--- src/rtl/flat_buffer_ctrl_pkg.sv ---
// Shared types and sizing helpers for the flat history buffer capture controller.
package flat_buffer_ctrl_pkg;

    localparam int unsigned DEF_NUM_CHANNELS = 16;
    localparam int unsigned DEF_BITWIDTH     = 8;
    localparam int unsigned DEF_DEPTH        = 5;
    localparam int unsigned DEF_HOLD_WIDTH   = 16;

    typedef enum logic [2:0] {
        ST_IDLE    = 3'd0,
        ST_HOLDOFF = 3'd1,
        ST_FREEZE  = 3'd2,
        ST_STREAM  = 3'd3,
        ST_DONE    = 3'd4
    } cap_state_t;

    // Index width for n entries, never narrower than one bit.
    function automatic int unsigned idx_width(input int unsigned n);
        return (n > 1) ? $clog2(n) : 1;
    endfunction

endpackage

--- src/rtl/flat_buffer_mux.sv ---
// N:1 entry select over the flattened history buffer; unmatched index yields zero.
module flat_buffer_mux
    import flat_buffer_ctrl_pkg::*;
#(
    parameter int unsigned numChannels = DEF_NUM_CHANNELS,
    parameter int unsigned bitwidth    = DEF_BITWIDTH,
    parameter int unsigned depth       = DEF_DEPTH
) (
    input  logic [numChannels*depth-1:0][bitwidth-1:0]  flat_in,
    input  logic [idx_width(numChannels*depth)-1:0]     sel,
    output logic [bitwidth-1:0]                         data
);

    localparam int unsigned N  = numChannels * depth;
    localparam int unsigned IW = idx_width(N);

    always_comb begin
        data = '0;
        for (int unsigned i = 0; i < N; i++) begin
            if (sel == IW'(i)) begin
                data = flat_in[i];
            end
        end
    end

endmodule

--- src/rtl/flat_buffer_capture_ctrl.sv ---
// Capture/readout sequencer: trigger, holdoff, freeze the history buffer,
// stream every entry over a valid/ready port, then release the buffer.
module flat_buffer_capture_ctrl
    import flat_buffer_ctrl_pkg::*;
#(
    parameter int unsigned numChannels = DEF_NUM_CHANNELS,
    parameter int unsigned bitwidth    = DEF_BITWIDTH,
    parameter int unsigned depth       = DEF_DEPTH,
    parameter int unsigned holdWidth   = DEF_HOLD_WIDTH
) (
    input  logic                                        clk,
    input  logic                                        rst,
    input  logic                                        trig,
    input  logic [holdWidth-1:0]                        holdoff,
    input  logic                                        abort,
    input  logic                                        clr_flags,
    input  logic [numChannels*depth-1:0][bitwidth-1:0]  flat_in,
    output logic                                        shift_en,
    output logic [bitwidth-1:0]                         out_data,
    output logic [idx_width(numChannels*depth)-1:0]     out_idx,
    output logic                                        out_valid,
    input  logic                                        out_ready,
    output logic                                        out_last,
    output logic                                        busy,
    output logic                                        done,
    output logic                                        aborted,
    output logic                                        trig_dropped
);

    localparam int unsigned N  = numChannels * depth;
    localparam int unsigned IW = idx_width(N);

    cap_state_t           state;
    logic [holdWidth-1:0] cnt;

    // Sequencer: abort overrides everything except reset; done/aborted are single-cycle pulses.
    always_ff @(posedge clk or posedge rst) begin
        if (rst) begin
            state        <= ST_IDLE;
            cnt          <= '0;
            out_idx      <= '0;
            shift_en     <= 1'b1;
            out_valid    <= 1'b0;
            done         <= 1'b0;
            aborted      <= 1'b0;
            trig_dropped <= 1'b0;
        end else begin
            done    <= 1'b0;
            aborted <= 1'b0;

            if (trig && (state != ST_IDLE) && !abort) begin
                trig_dropped <= 1'b1;
            end else if (clr_flags) begin
                trig_dropped <= 1'b0;
            end

            if (abort && (state != ST_IDLE)) begin
                state     <= ST_IDLE;
                cnt       <= '0;
                out_idx   <= '0;
                shift_en  <= 1'b1;
                out_valid <= 1'b0;
                aborted   <= 1'b1;
            end else begin
                case (state)
                    ST_IDLE: begin
                        if (trig && !abort) begin
                            if (holdoff != '0) begin
                                state <= ST_HOLDOFF;
                                cnt   <= holdoff - holdWidth'(1);
                            end else begin
                                state    <= ST_FREEZE;
                                shift_en <= 1'b0;
                            end
                        end
                    end
                    ST_HOLDOFF: begin
                        if (cnt == '0) begin
                            state    <= ST_FREEZE;
                            shift_en <= 1'b0;
                        end else begin
                            cnt <= cnt - holdWidth'(1);
                        end
                    end
                    // One settle cycle with the buffer frozen before the first entry is offered.
                    ST_FREEZE: begin
                        state     <= ST_STREAM;
                        out_idx   <= '0;
                        out_valid <= 1'b1;
                    end
                    ST_STREAM: begin
                        if (out_ready) begin
                            if (out_idx == IW'(N - 1)) begin
                                state     <= ST_DONE;
                                out_valid <= 1'b0;
                                done      <= 1'b1;
                            end else begin
                                out_idx <= out_idx + IW'(1);
                            end
                        end
                    end
                    ST_DONE: begin
                        state    <= ST_IDLE;
                        shift_en <= 1'b1;
                        out_idx  <= '0;
                    end
                    default: begin
                        state     <= ST_IDLE;
                        shift_en  <= 1'b1;
                        out_valid <= 1'b0;
                        out_idx   <= '0;
                    end
                endcase
            end
        end
    end

    assign busy     = (state != ST_IDLE);
    assign out_last = out_valid && (out_idx == IW'(N - 1));

    flat_buffer_mux #(
        .numChannels (numChannels),
        .bitwidth    (bitwidth),
        .depth       (depth)
    ) u_mux (
        .flat_in (flat_in),
        .sel     (out_idx),
        .data    (out_data)
    );

endmodule

--- config.mk ---
export PLATFORM = sky130hd
export DESIGN_NAME = flat_buffer_capture_ctrl
export DESIGN_NICKNAME = d
export VERILOG_FILES = /design/src/rtl/flat_buffer_ctrl_pkg.sv /design/src/rtl/flat_buffer_mux.sv /design/src/rtl/flat_buffer_capture_ctrl.sv
export SDC_FILE = /design/constraint.sdc
export NUM_CORES = 1
export LEC_CHECK = 0
export ABC_CLOCK_PERIOD_IN_PS = 4800
export BUFFER_PORTS_ARGS = -buffer_cell sky130_fd_sc_hd__buf_2
export CORE_AREA = 2 2 267 269
export CTS_CLUSTER_SIZE = 10
export DETAILED_ROUTE_END_ITERATION = 6
export DIE_AREA = 0 0 269 271
export GPL_ROUTABILITY_DRIVEN = 0
export PLACE_DENSITY = 0.4
export SLEW_MARGIN = 20
export SYNTH_ARGS = -nofsm -noshare
export SYNTH_HDL_FRONTEND = slang
export SYNTH_SLANG_ARGS = --single-unit
export TNS_END_PERCENT = 20
--- constraint.sdc ---
create_clock -name clk -period 4.8 [get_ports clk]
set_clock_uncertainty 0.05 [all_clocks]
set_input_delay 0.48 -clock clk [delete_from_list [all_inputs] [get_ports clk]]
set_output_delay 0.48 -clock clk [all_outputs]
set_load 0.005 [all_outputs]
### After elaboration in Yosys (flattened, before gate mapping)

Cells that the tools add are included.

| word-level totals | value |
|---|---|
| register bits | 31 |
| input port bits | 662 |
| output and inout port bits | 22 |
| logic and storage cells | 238 |

| cells by class | value |
|---|---|
| add/subtract/negate cells | 3 |
| equal/unequal tests | 94 |
| multiplexer cells | 112 |
| reduce and logical (&&, ||, !) cells | 21 |

Operators by type and width:

| cell | number |
|---|---|
| 2-to-1 mux 8 bit | 80 |
| == test 7 x 6 -> 1 bit (second input constant) | 32 |
| == test 7 x 5 -> 1 bit (second input constant) | 16 |
| == test 7 bit (second input constant) | 16 |
| 2-to-1 mux 16 bit | 4 |
| == test 7 x 4 -> 1 bit (second input constant) | 8 |
| case mux 16 bit (2 select lines) | 1 |
| subtractor 16 x 1 -> 16 bit (second input constant) | 2 |
| == test 7 x 3 -> 1 bit (second input constant) | 4 |
| inequality test 3 bit (second input constant) | 8 |
| 2-to-1 mux 7 bit | 3 |
| logical NOT 16 bit | 1 |
| nonzero test 16 bit | 1 |
| 2-to-1 mux 3 bit | 5 |
| == test 7 x 2 -> 1 bit (second input constant) | 2 |
| 2-to-1 mux 1 bit | 14 |
| case mux 7 bit (2 select lines) | 1 |
| case mux 3 bit (4 select lines) | 1 |
| AND reduction 4 bit | 3 |
| adder 7 x 1 -> 7 bit (second input constant) | 1 |
| == test 7 x 1 -> 1 bit (second input constant) | 1 |
| logical NOT 7 bit | 1 |
| == test 3 x 2 -> 1 bit (second input constant) | 2 |
| inequality test 2 x 1 -> 1 bit (second input constant) | 3 |
| 12 further kinds | 20 |

### Logic depth before layout (Yosys ltp)

Gate-level depths: netlist of run 1.

| logic depth | value |
|---|---|
| depth after elaboration | 81 |
| gate-level depth with buffers | 16 |
| depth with buffers taken out | 13 |

### By module

From an unflattened synthesis of run 1, not the netlist that was laid out.

| unflattened totals | value |
|---|---|
| cell total of the unflattened synthesis | 1,531 |
| area total of the unflattened synthesis | 10,095.9 um2 |

By module, submodules not included:

| module | instances | cells an instance | area an instance (um2) | sequential area each (um2) |
|---|---|---|---|---|
| flat_buffer_mux | 1 | 1,253 | 7,747.4 | 0.0 |
| flat_buffer_capture_ctrl | 1 | 278 | 2,348.5 | 777.0 |

### Worst setup path after synthesis of run 1

No wires, ideal clock.

| timing | value |
|---|---|
| kind | flip-flop to flip-flop |
| start | register state[2] |
| end | register cnt[12] |
| setup time | 130 ps |
| data arrival time | 3,397 ps |
| required time | 4,620 ps |
| setup slack | 1,223 ps |
| stages on the path, launching flop included | 15 |
| path buffers | 3 |
| clock period less this slack | 3,577 ps |
| path through | dfrtp_1 > buf_6 > nor3b_1 > clkbuf_1 > clkbuf_1 > mux2i_1 > ha_1 > inv_1 > a2111oi_2 > and2b_1 > nor2b_1 > mux2i_1 > nor2_1 > a21oi_1 > o21ai_1 |

| between the ends | value |
|---|---|
| cells in the longest elaborated chain, start to end | 4 |
| elaborated cells on any way between the ends | 11 |
| classes of those cells | eq/ne: 4; mux: 2; reduce/logical: 5 |

RTL lines:

| item | line | source |
|---|---|---|
| start: declaration | flat_buffer_capture_ctrl.sv:33 | `cap_state_t state;` |
| start signal: assignment | flat_buffer_capture_ctrl.sv:39 | `state <= ST_IDLE;` |
| start signal: assignment | flat_buffer_capture_ctrl.sv:58 | `state <= ST_IDLE;` |
| start signal: assignment | flat_buffer_capture_ctrl.sv:69 | `state <= ST_HOLDOFF;` |
| nonzero test 3 bit | flat_buffer_capture_ctrl.sv:57 | `if (abort && (state != ST_IDLE)) begin` |
| logical AND 1 bit | flat_buffer_capture_ctrl.sv:57 |  |
| inequality test 3 bit (no line) or nonzero test 3 bit (tied branches) | - |  |
| AND reduction 4 bit (no line) | - |  |
| end signal: assignment | flat_buffer_capture_ctrl.sv:70 | `cnt <= holdoff - holdWidth'(1);` |
| end signal: assignment | flat_buffer_capture_ctrl.sv:82 | `cnt <= cnt - holdWidth'(1);` |
| end: declaration | flat_buffer_capture_ctrl.sv:34 | `logic [holdWidth-1:0] cnt;` |

Several ways; a longest one is shown, not always the timed one.
A chain may end at the register's enable or synchronous reset.

### Worst setup path after layout of run 1

| timing | value |
|---|---|
| start | register out_idx[2] |
| end | output out_data[2] |

| between the ends | value |
|---|---|
| cells in the longest elaborated chain, start to end | 81 |
| elaborated cells on any way between the ends | 160 |
| classes of those cells | eq/ne: 79; mux: 80; reduce/logical: 1 |

RTL lines:

| item | line | source |
|---|---|---|
| start: declaration | flat_buffer_capture_ctrl.sv:20 | `output logic [idx_width(numChannels*depth)-1:0] out_idx,` |
| start signal: assignment | flat_buffer_capture_ctrl.sv:98 | `out_idx <= out_idx + IW'(1);` |
| logical NOT 7 bit | flat_buffer_mux.sv:20 | `if (sel == IW'(i)) begin` |
| 2-to-1 mux 8 bit (79 in a row) | flat_buffer_mux.sv:20 |  |
| 2-to-1 mux 8 bit (*) | flat_buffer_mux.sv:20 |  |
| end: declaration | flat_buffer_capture_ctrl.sv:19 | `output logic [bitwidth-1:0] out_data,` |

Mark *: on every way between the ends. The rest lies on a longest branch, timed or not.

==> impl_metrics.ini, run 1 <==
[status]
status = complete, no violations

[setup_path]
rrSetupSlack_ns = 0.97
worst-path-buf-inv = 5
arrival_ns = 4.24
worst_path_max_delay_cell = dfrtp_4
timing.rr.start = state[0]
critical_path_class = register to primary output
ff2ff_path_depth = 13
cpPeakStageDelay_ns = 0.63
worstPathCellList = buf_4 -> nand4b_1 -> o22ai_1 -> a221oi_1 -> nand2_1 -> a2111oi_1 -> buf_4 -> o211ai_1 -> a311oi_2 -> buf_4 -> o211ai_1 -> buf_4 -> o2bb2ai_1 -> buf_2
worst_r2r_endpoint = cnt[12]
cp_max_fo = 34
required_ns = 4.27
cp-start-kind = register
cpMostUsedCell = buf_4
end_kind = primary output
crit_family = compound AO/OA/AOI/OAI gates

[routing]
routedWlPerCell_um = 29.6
remaining_drc_errors = 0
drtPass1Iterations = 7
final_antenna_net_count = 0
vias = 18200
totalWireLength_um = 100000
drt_first_iter_violations = 2160
via_per_inst = 5.35

[placement]
dp_hpwl_um = 87600
place_inst = 3359
portBuffers = 683

[die]
core_area_mm2 = 0.0698
die-area_mm2 = 0.0729
start_util_pct = 14.2
fp-row-count = 97
die_y_um = 271
pin_count = 684
die_width_um = 269

[sta]
rsz0062_at_grt = true
slew_viol_final = 0
finalHoldViolCount = 0
finalCritPeriodShare_pct = 99.3
whs_ns = 0.289
relSlewSlack_pct = 35.7
setup_viol = 0
tightestPinTransition_ns = 0.965
fin_crit_ns = 4.77
fmax_mhz = 210

[layout]
fin_cells = 3398
drive_gt1_share_pct = 38.7
area_growth_pct = 59.8
final_common_cell = buf_2
nets = 3094
layout_common_cells = 683 x buf_2, 275 x nand2_1, 235 x nor2_1, 166 x buf_4, 121 x o21ai_0
fin_util_pct = 22.7

[cts]
cts_buffers = 5
clk_pin_slew_ns = 0.07
cts_buffer_depth = 2
cts_htree_levels = 2
cts-root-buf = clkbuf_16
cts_tree = done
clkLatencyLatePin_ns = 0.30
cts.sinks = 31

[yosys]
ys_warn_count = 0
syn_inst = 1662
synth_top_flop_cell = dfrtp_1
seq_area_frac_synth_pct = 7.82
yosys_register_bits = 31
syn_nets = 2329
synth.distinct_cells = 83
synth_edf_count = 0
ys_async_sr_fraction_pct = 100
syn_area_mm2 = 0.00994
avgSynthCellArea_um2 = 5.98

[min_path]
hp-class = input port to async pin

[grt]
antenna_found_initial = 47
grt_use_total_pct = 25.9
grt_remaining_overflow = 0
grt_pass1_wl_um = 136000
grt_pass1_vias = 17500
grt_max_degree = 35

[job]
max-cap-violations = 0

[pwr]
pwr_density_cell_mw_per_mm2 = 141
power_uw = 2240
leakage_uw = 0.00699
vdd_drop_max_mv = 0.167
[report_power, final]
part	leakage [uW]	total [uW]	internal, uW	switching, uW
registers	0.000394	457	349	108
clock network	0.0000670	329	192	137
logic	0.00653	1460	601	856
[cell type report]
type / count / area [um2]
Clock inverter: 2 / 12.5
Clock buffer: 6 / 129
Timing Repair Buffer: 850 / 4680
Sequential cell: 31 / 791
Fill cell: 8237 / 53900
Antenna cell: 30 / 75.1
Inverter: 12 / 45.0
Tap cell: 940 / 1180
Multi-Input combinational cell: 1527 / 8970
[logic make-up after synthesis]
group	count (synthesis)	synth area share, %
flops	31	7.82
simple gates	875	42.4
mux	12	1.22
xor+xnor	4	0.353
fa+ha+maj	5	0.630
compound gates	631	43.4
buf+inv	104	4.26
[worst max-delay path by stage]
stage / start / to / slack, ns / depth (start not counted)
CTS: out_idx[5] / out_data[0] / -0.09 / 11
finish: out_idx[2] / out_data[2] / 0.03 / 14
detailed placement: out_idx[2] / out_data[0] / -0.15 / 11
global placement: out_idx[2] / out_data[0] / -0.17 / 11
floorplan: state[2] / cnt[12] / 1.22 / 14
global route: out_idx[0] / out_data[2] / -0.05 / 16
[stage by stage]
| step | instance area [um2] | worst slack [ns] | TNS, ns |
|---|---|---|---|
| after global routing | 15900 | -0.0503 | -0.102 |
| final | 15900 | 0.0334 | 0 |
| after CTS | 15600 | -0.0931 | -0.163 |
| after global placement | 15400 | -0.174 | -0.364 |
| after detailed placement | 15400 | -0.150 | -0.315 |
| after floorplan | 9940 | 1.22 | 0 |
[metal layers]
metal | vias up | share of wire, % | global-route usage, %
li1 | 8100 | - | -
met1 | 8736 | 41 | 33.8
met2 | 1144 | 47 | 43.2
met3 | 185 | 8.3 | 4.48
met4 | 22 | 3.0 | 7.53
met5 | - | 0.15 | 0
[synth_stat cells (5+ instances only)]
| library cell | number | area (um2) |
|---|---|---|
| nand2_1 | 278 | 1040 |
| nor2_1 | 244 | 916 |
| o21ai_0 | 123 | 616 |
| a21oi_1 | 120 | 601 |
| nand3_1 | 85 | 425 |
| nor3_1 | 78 | 390 |
| clkbuf_1 | 75 | 282 |
| o22ai_1 | 58 | 363 |
| a221oi_1 | 41 | 359 |
| o221ai_1 | 40 | 350 |
| a22oi_1 | 39 | 293 |
| o211ai_1 | 33 | 248 |
| dfrtp_1 | 30 | 751 |
| nand4_1 | 27 | 169 |
| nor4_1 | 26 | 163 |
| a31oi_1 | 22 | 138 |
| o2111ai_1 | 20 | 175 |
| a2111oi_0 | 19 | 166 |
| a221o_1 | 18 | 180 |
| or3_1 | 18 | 113 |
| a211oi_1 | 17 | 128 |
| buf_2 | 14 | 70.1 |
| and2_1 | 13 | 81.3 |
| nand2b_1 | 13 | 81.3 |
| inv_1 | 12 | 45.0 |
| nor2b_1 | 12 | 75.1 |
| and3_1 | 11 | 68.8 |
| mux2i_1 | 11 | 110 |
| o31ai_1 | 10 | 75.1 |
| and4bb_2 | 9 | 113 |
| nand4bb_1 | 9 | 101 |
| a22o_1 | 8 | 70.1 |
| o32ai_1 | 6 | 52.6 |
| a21o_1 | 5 | 37.5 |
| ha_1 | 5 | 62.6 |
| nand3b_1 | 5 | 37.5 |
| nor4b_1 | 5 | 43.8 |
| or4_1 | 5 | 37.5 |
[flip-flops by register name (all words and copies together), names as in the netlist]
signal and cells:
shift_en 1, out_valid 1, state 3, cnt 16, aborted 1, trig_dropped 1
out_idx 7, done 1
[repair_timing]
action,CTS,global route
hold buffers,0,0
resized for setup,18,42
endpoints found under the setup margin,8,7
pin swaps,0,2
setup buffers,0,1
Note: power is estimated with default switching activity, not from simulation.
==> inputs of run 2 (changes only) <==
--- a/config.mk
+++ b/config.mk
@@ -5,7 +5,7 @@
 export SDC_FILE = /design/constraint.sdc
 export NUM_CORES = 1
 export LEC_CHECK = 0
-export ABC_CLOCK_PERIOD_IN_PS = 4800
+export ABC_CLOCK_PERIOD_IN_PS = 5380
 export BUFFER_PORTS_ARGS = -buffer_cell sky130_fd_sc_hd__buf_2
 export CORE_AREA = 2 2 267 269
 export CTS_CLUSTER_SIZE = 10
==> constraint.sdc (replaced) <==
create_clock -name clk -period 5.38 [get_ports clk]
set_clock_uncertainty 0.05 [all_clocks]
set_input_delay 0.538 -clock clk [delete_from_list [all_inputs] [get_ports clk]]
set_output_delay 0.538 -clock clk [all_outputs]
set_load 0.005 [all_outputs]
==> run 2 against run 1 <==
Effect of this change:
- count of clock-buffer cells in the layout fell by 1
- critical path depth shrank 3
- first-iteration DRC count decreased by 13%
- final area down 3.8%
- sequential power is 11% lower
- wire length is 0.34% lower
==> impl_metrics.ini, run 2 (same netlist as run 1, synthesis figures left out) <==
[die]
die-area_mm2 = 0.0729
start_util_pct = 14.2
pin_count = 684
die_y_um = 271
core_area_mm2 = 0.0698
die_width_um = 269
fp-row-count = 97

[cts]
cts_tree = done
clk_pin_slew_ns = 0.07
cts_setup_buffers = 0
cts_buffer_depth = 2
cts_buffers = 5
cts_htree_levels = 2
clkLatencyLatePin_ns = 0.30
cts-root-buf = clkbuf_16
cts.sinks = 31

[grt]
grt_pass1_vias = 17800
grt_remaining_overflow = 0
antenna_found_initial = 45
grt_use_total_pct = 26.0
grt_pass1_wl_um = 136000
grt_max_degree = 40

[placement]
place_inst = 3298
portBuffers = 683
dp_hpwl_um = 86300

[pwr]
pwr_density_cell_mw_per_mm2 = 130
power_uw = 1980
leakage_uw = 0.00668
vdd_drop_max_mv = 0.181

[sta]
tightestPinTransition_ns = 1.09
finalHoldViolCount = 0
rsz0062_at_grt = false
relSlewSlack_pct = 25.4
setup-tns-final_ns = 0
fin_crit_ns = 5.20
slew_viol_final = 0
whs_ns = 0.344
setup_viol = 0
fmax_mhz = 192
finalCritPeriodShare_pct = 96.7

[setup_path]
end_kind = primary output
required_ns = 4.79
timing.rr.start = state[1]
critPathLaunch = out_idx[4]
cpMostUsedCell = nor2_1
critical_path_class = register to primary output
worst-path-buf-inv = 2
worstPathCellList = buf_4 -> nor2_1 -> nand2_1 -> nor2_1 -> o211a_1 -> o2111ai_1 -> nor3_1 -> nand4b_1 -> nand4_1 -> a31oi_1 -> buf_2
worst_path_max_delay_cell = nor2_1
cpPeakStageDelay_ns = 0.77
arrival_ns = 4.62
cp-start-kind = register
cp_max_fo = 20
crit_family = simple AND/OR/NAND/NOR gates

[layout]
top_register = cnt
area_growth_pct = 53.7
drive_gt1_share_pct = 35.6
layout_common_cells = 683 x buf_2, 278 x nand2_1, 242 x nor2_1, 122 x o21ai_0, 119 x a21oi_1
fin_cells = 3343
top_regs = cnt: 16 flops, out_idx: 7 flops, state: 3 flops
nets = 3032
largest_reg_flops = 16
final_common_cell = buf_2

[routing]
via_per_inst = 5.33
drt_first_iter_violations = 1878
vias = 17800
remaining_drc_errors = 0
final_antenna_net_count = 0
drtPass1Iterations = 5
totalWireLength_um = 100000
routedWlPerCell_um = 30.0

[min_path]
hp-class = input port to async pin

[status]
status = complete, no violations

[job]
max-cap-violations = 0
[run 2: report_power, final]
| group | switching, uW | leakage (uW) | internal (uW) |
|---|---|---|---|
| Clock | 122 | 0.0000840 | 219 |
| Sequential | 94.0 | 0.000395 | 311 |
| Combinational | 731 | 0.00620 | 508 |
| Total | 947 | 0.00668 | 1040 |
[run 2: layout make-up]
| class | count | area, um2 |
|---|---|---|
| Tap cell | 940 | 1180 |
| Sequential cell | 31 | 783 |
| Multi-Input combinational cell | 1527 | 8800 |
| Antenna cell | 37 | 92.6 |
| Inverter | 12 | 45.0 |
| Fill cell | 8212 | 54500 |
| Timing Repair Buffer | 788 | 4210 |
| Clock inverter | 3 | 43.8 |
| Clock buffer | 5 | 125 |
[run 2: worst paths after layout]
kind	endpoint	slack, ns	cells past startpoint
setup / recovery	out_data[0]	0.18	11
hold / removal	aborted	0.34	2
setup reg to reg	cnt[13]	1.82	10
hold reg to reg	shift_en	0.47	2
max in group asynchronous	out_idx[5]	4.35	2
min in group clk	trig_dropped	0.38	2
[run 2: per-layer routing]
metal,track usage (%),share of wire (%),vias up
met4,8.98,2.9,26
met3,5.74,8.0,160
li1,-,-,7980
met1,33.2,42,8626
met2,42.6,47,1022
met5,0,0.17,-
[run 2: through the flow]
step / area (um2) / setup slack, ns / util, %
after global placement: 15000 / 0.0165 / 21.4
final: 15300 / 0.177 / 21.9
after floorplan: 9940 / 1.80 / -
after detailed placement: 15000 / 0.0133 / 21.4
after global routing: 15200 / 0.0139 / 21.8
after CTS: 15100 / 0.0319 / 21.7
[run 2: repair_timing]
item,in CTS,in global routing
hold buffers,0,0
resized for setup,4,7
endpoints found under the setup margin,4,4
==> inputs of run 3 (changes only) <==
--- a/config.mk
+++ b/config.mk
@@ -5,12 +5,13 @@
 export SDC_FILE = /design/constraint.sdc
 export NUM_CORES = 1
 export LEC_CHECK = 0
+export ABC_AREA = 1
 export ABC_CLOCK_PERIOD_IN_PS = 5380
 export BUFFER_PORTS_ARGS = -buffer_cell sky130_fd_sc_hd__buf_2
-export CORE_AREA = 2 2 267 269
+export CORE_AREA = 2 2 268 270
 export CTS_CLUSTER_SIZE = 10
 export DETAILED_ROUTE_END_ITERATION = 6
-export DIE_AREA = 0 0 269 271
+export DIE_AREA = 0 0 270 272
 export GPL_ROUTABILITY_DRIVEN = 0
 export PLACE_DENSITY = 0.4
 export SLEW_MARGIN = 20
==> run 3 against run 2 <==
Effect of this change:
- the flow now finishes with violations (setup timing)
- final area grew 5.7%
- via count shrank 12%
- flip-flop and latch count is the same
- register-to-register slack gained 0.11 ns
- largest power group unchanged
- highest routed layer unchanged
==> impl_metrics.ini, run 3 <==
[status]
status = finished with violations
violations = setup timing

[cts]
cts_hold_buffers = 0
cts-root-buf = clkbuf_16
clk_pin_slew_ns = 0.06
cts.sinks = 31
clkLatencyLatePin_ns = 0.28
cts_tree = done
cts_buffer_depth = 2
cts_htree_levels = 2
cts_buffers = 5

[layout]
design_area_mm2 = 0.0161
layout_common_cells = 805 x nand2_1, 683 x buf_2, 318 x inv_1, 251 x nor2_1, 246 x a21oi_1
largest_reg_flops = 16
nets = 3613
fillCellCount = 8528
regArea_um2 = 779
multi_input_area_mm2 = 0.00756
top_regs = cnt: 16 flops, out_idx: 7 flops, state: 3 flops
top_register = cnt
final_common_cell = nand2_1
area_growth_pct = 65.4
drive_gt1_share_pct = 35.3

[routing]
vias = 15700
totalWireLength_um = 66500
via_per_inst = 4.01
drtPass1Iterations = 6
remaining_drc_errors = 0
final_antenna_net_count = 0
drt_first_iter_violations = 732
routedWlPerCell_um = 17.0

[yosys]
synth_area_leader_cell = nand2_1
syn_inst = 2109
ys_warn_count = 0
syn_nets = 2776
syn_area_mm2 = 0.00976
synth.distinct_cells = 46
synth.most_common_cell = nand2_1
ys_top_cells_by_count = 840 x nand2_1, 323 x inv_1, 251 x nor2_1, 249 x a21oi_1, 108 x o21ai_0
seq_area_frac_synth_pct = 7.96
synth_top_area_share_pct = 32.3
ys_async_sr_fraction_pct = 100
synth_edf_count = 0
avgSynthCellArea_um2 = 4.63
yosys_register_bits = 31
ys_top_cells_by_area = nand2_1 32%, a21oi_1 13%, inv_1 12%
synth_top_flop_cell = dfrtp_1

[placement]
portBuffers = 683
dp_hpwl_um = 58000
dpl_cell_area_mm2 = 0.0157

[pwr]
pwr_density_cell_mw_per_mm2 = 161
leakage_uw = 0.00918
vdd_drop_max_mv = 0.141

[grt]
antenna_found_initial = 18
grt_pass1_vias = 15400
grt_remaining_overflow = 0
grtUsageMet2_pct = 31.0
grt_use_total_pct = 17.0
grtUsageMet3_pct = 2.83
busiest_layer = met2
grt_max_degree = 34
grt_pass1_wl_um = 95300
met1_usage_pct = 21.1

[sta]
fmax_mhz = 140
fin_crit_ns = 7.12
finalCritPeriodShare_pct = 132
setup_viol = 8
tightestPinTransition_ns = 1.05
setup-tns-final_ns = -12.97
slew_viol_final = 0
finalHoldViolCount = 0
rsz0062_at_grt = true
fin_ws_ns = -1.74
relSlewSlack_pct = 29.5

[setup_path]
cp-start-kind = register
worst_path_max_delay_cell = dfrtp_2
end_kind = primary output
cpMostUsedCell = nand2_1
required_ns = 4.79
critical_path_class = register to primary output
cpPeakStageDelay_ns = 0.45
arrival_ns = 6.53
cp_max_fo = 5

[die]
fp-row-count = 98
die-area_mm2 = 0.0734
start_util_pct = 13.8
pin_count = 684
core_area_mm2 = 0.0708
die_y_um = 272
die_width_um = 270

[min_path]
hp-class = input port to async pin

[job]
max-cap-violations = 0
-- run 3: logic make-up after synthesis --
family / share of synthesized area (%)
buf+inv: 16.9
compound gates: 21.5
fa+ha+maj: 0.641
xor+xnor: 0.808
simple gates: 52.2
flops: 7.96
-- run 3: final timing paths --
| kind | to | slack [ns] | start | cells after the start |
|---|---|---|---|---|
| max in group asynchronous | out_idx[0] | 4.60 | rst | 3 |
| min in group clk | trig_dropped | 0.38 | clr_flags | 2 |
| setup / recovery | out_data[2] | -1.74 | out_idx[1] | 85 |
| hold reg to reg | cnt[2] | 0.46 | cnt[2] | 2 |
| hold / removal | trig_dropped | 0.31 | rst | 3 |
| setup reg to reg | cnt[15] | 1.93 | state[2] | 16 |
-- run 3: what timing repair did --
| action | in CTS | in global routing |
|---|---|---|
| setup endpoints to repair | 8 | 8 |
| resized for setup | 55 | 14 |
| pin swaps | 10 | 10 |
| buffers inserted | 5 | 3 |
-- run 3: layer usage --
layer	share of wire (%)	up-vias
li1	-	8209
met1	43	6929
met2	50	473
met3	6.2	50
met4	1.5	10
met5	0.10	-
-- run 3: worst max-delay path: cells and delay by family (launching register included) --
family          cells  cell delay, ns
fa+ha+maj           1            0.14
simple gates       75            4.73
compound gates      5            0.43
flops               1            0.45
buf+inv             4            0.50
-- run 3: per-stage QoR --
step	instances	hold slack, ns	total power, uW	utilization (%)	setup WS [ns]
finish	3908	0.306	2600	22.8	-1.74
global route	3899	0.353	2910	22.8	-2.60
CTS	3894	0.327	2620	22.7	-1.76
detailed placement	3881	0.448	2220	22.1	-1.75
global placement	3881	0.445	2220	22.1	-1.74
floorplan	2109	0.417	1440	-	-0.0531
-- run 3: layout make-up --
class	instances	area share, %
repair buffers	893	31.7
well taps	950	7.37
clock buffers	5	0.775
diodes	11	0.171
flip-flops and latches	31	4.83
clock inverters	3	0.271
inverters	341	7.98
multi-input cells	1674	46.9
-- run 3: power by group --
part	total, uW	internal [uW]	switching [uW]
clock	329	218	111
sequential	380	317	62.6
combinational	1890	746	1150
total	2600	1280	1320
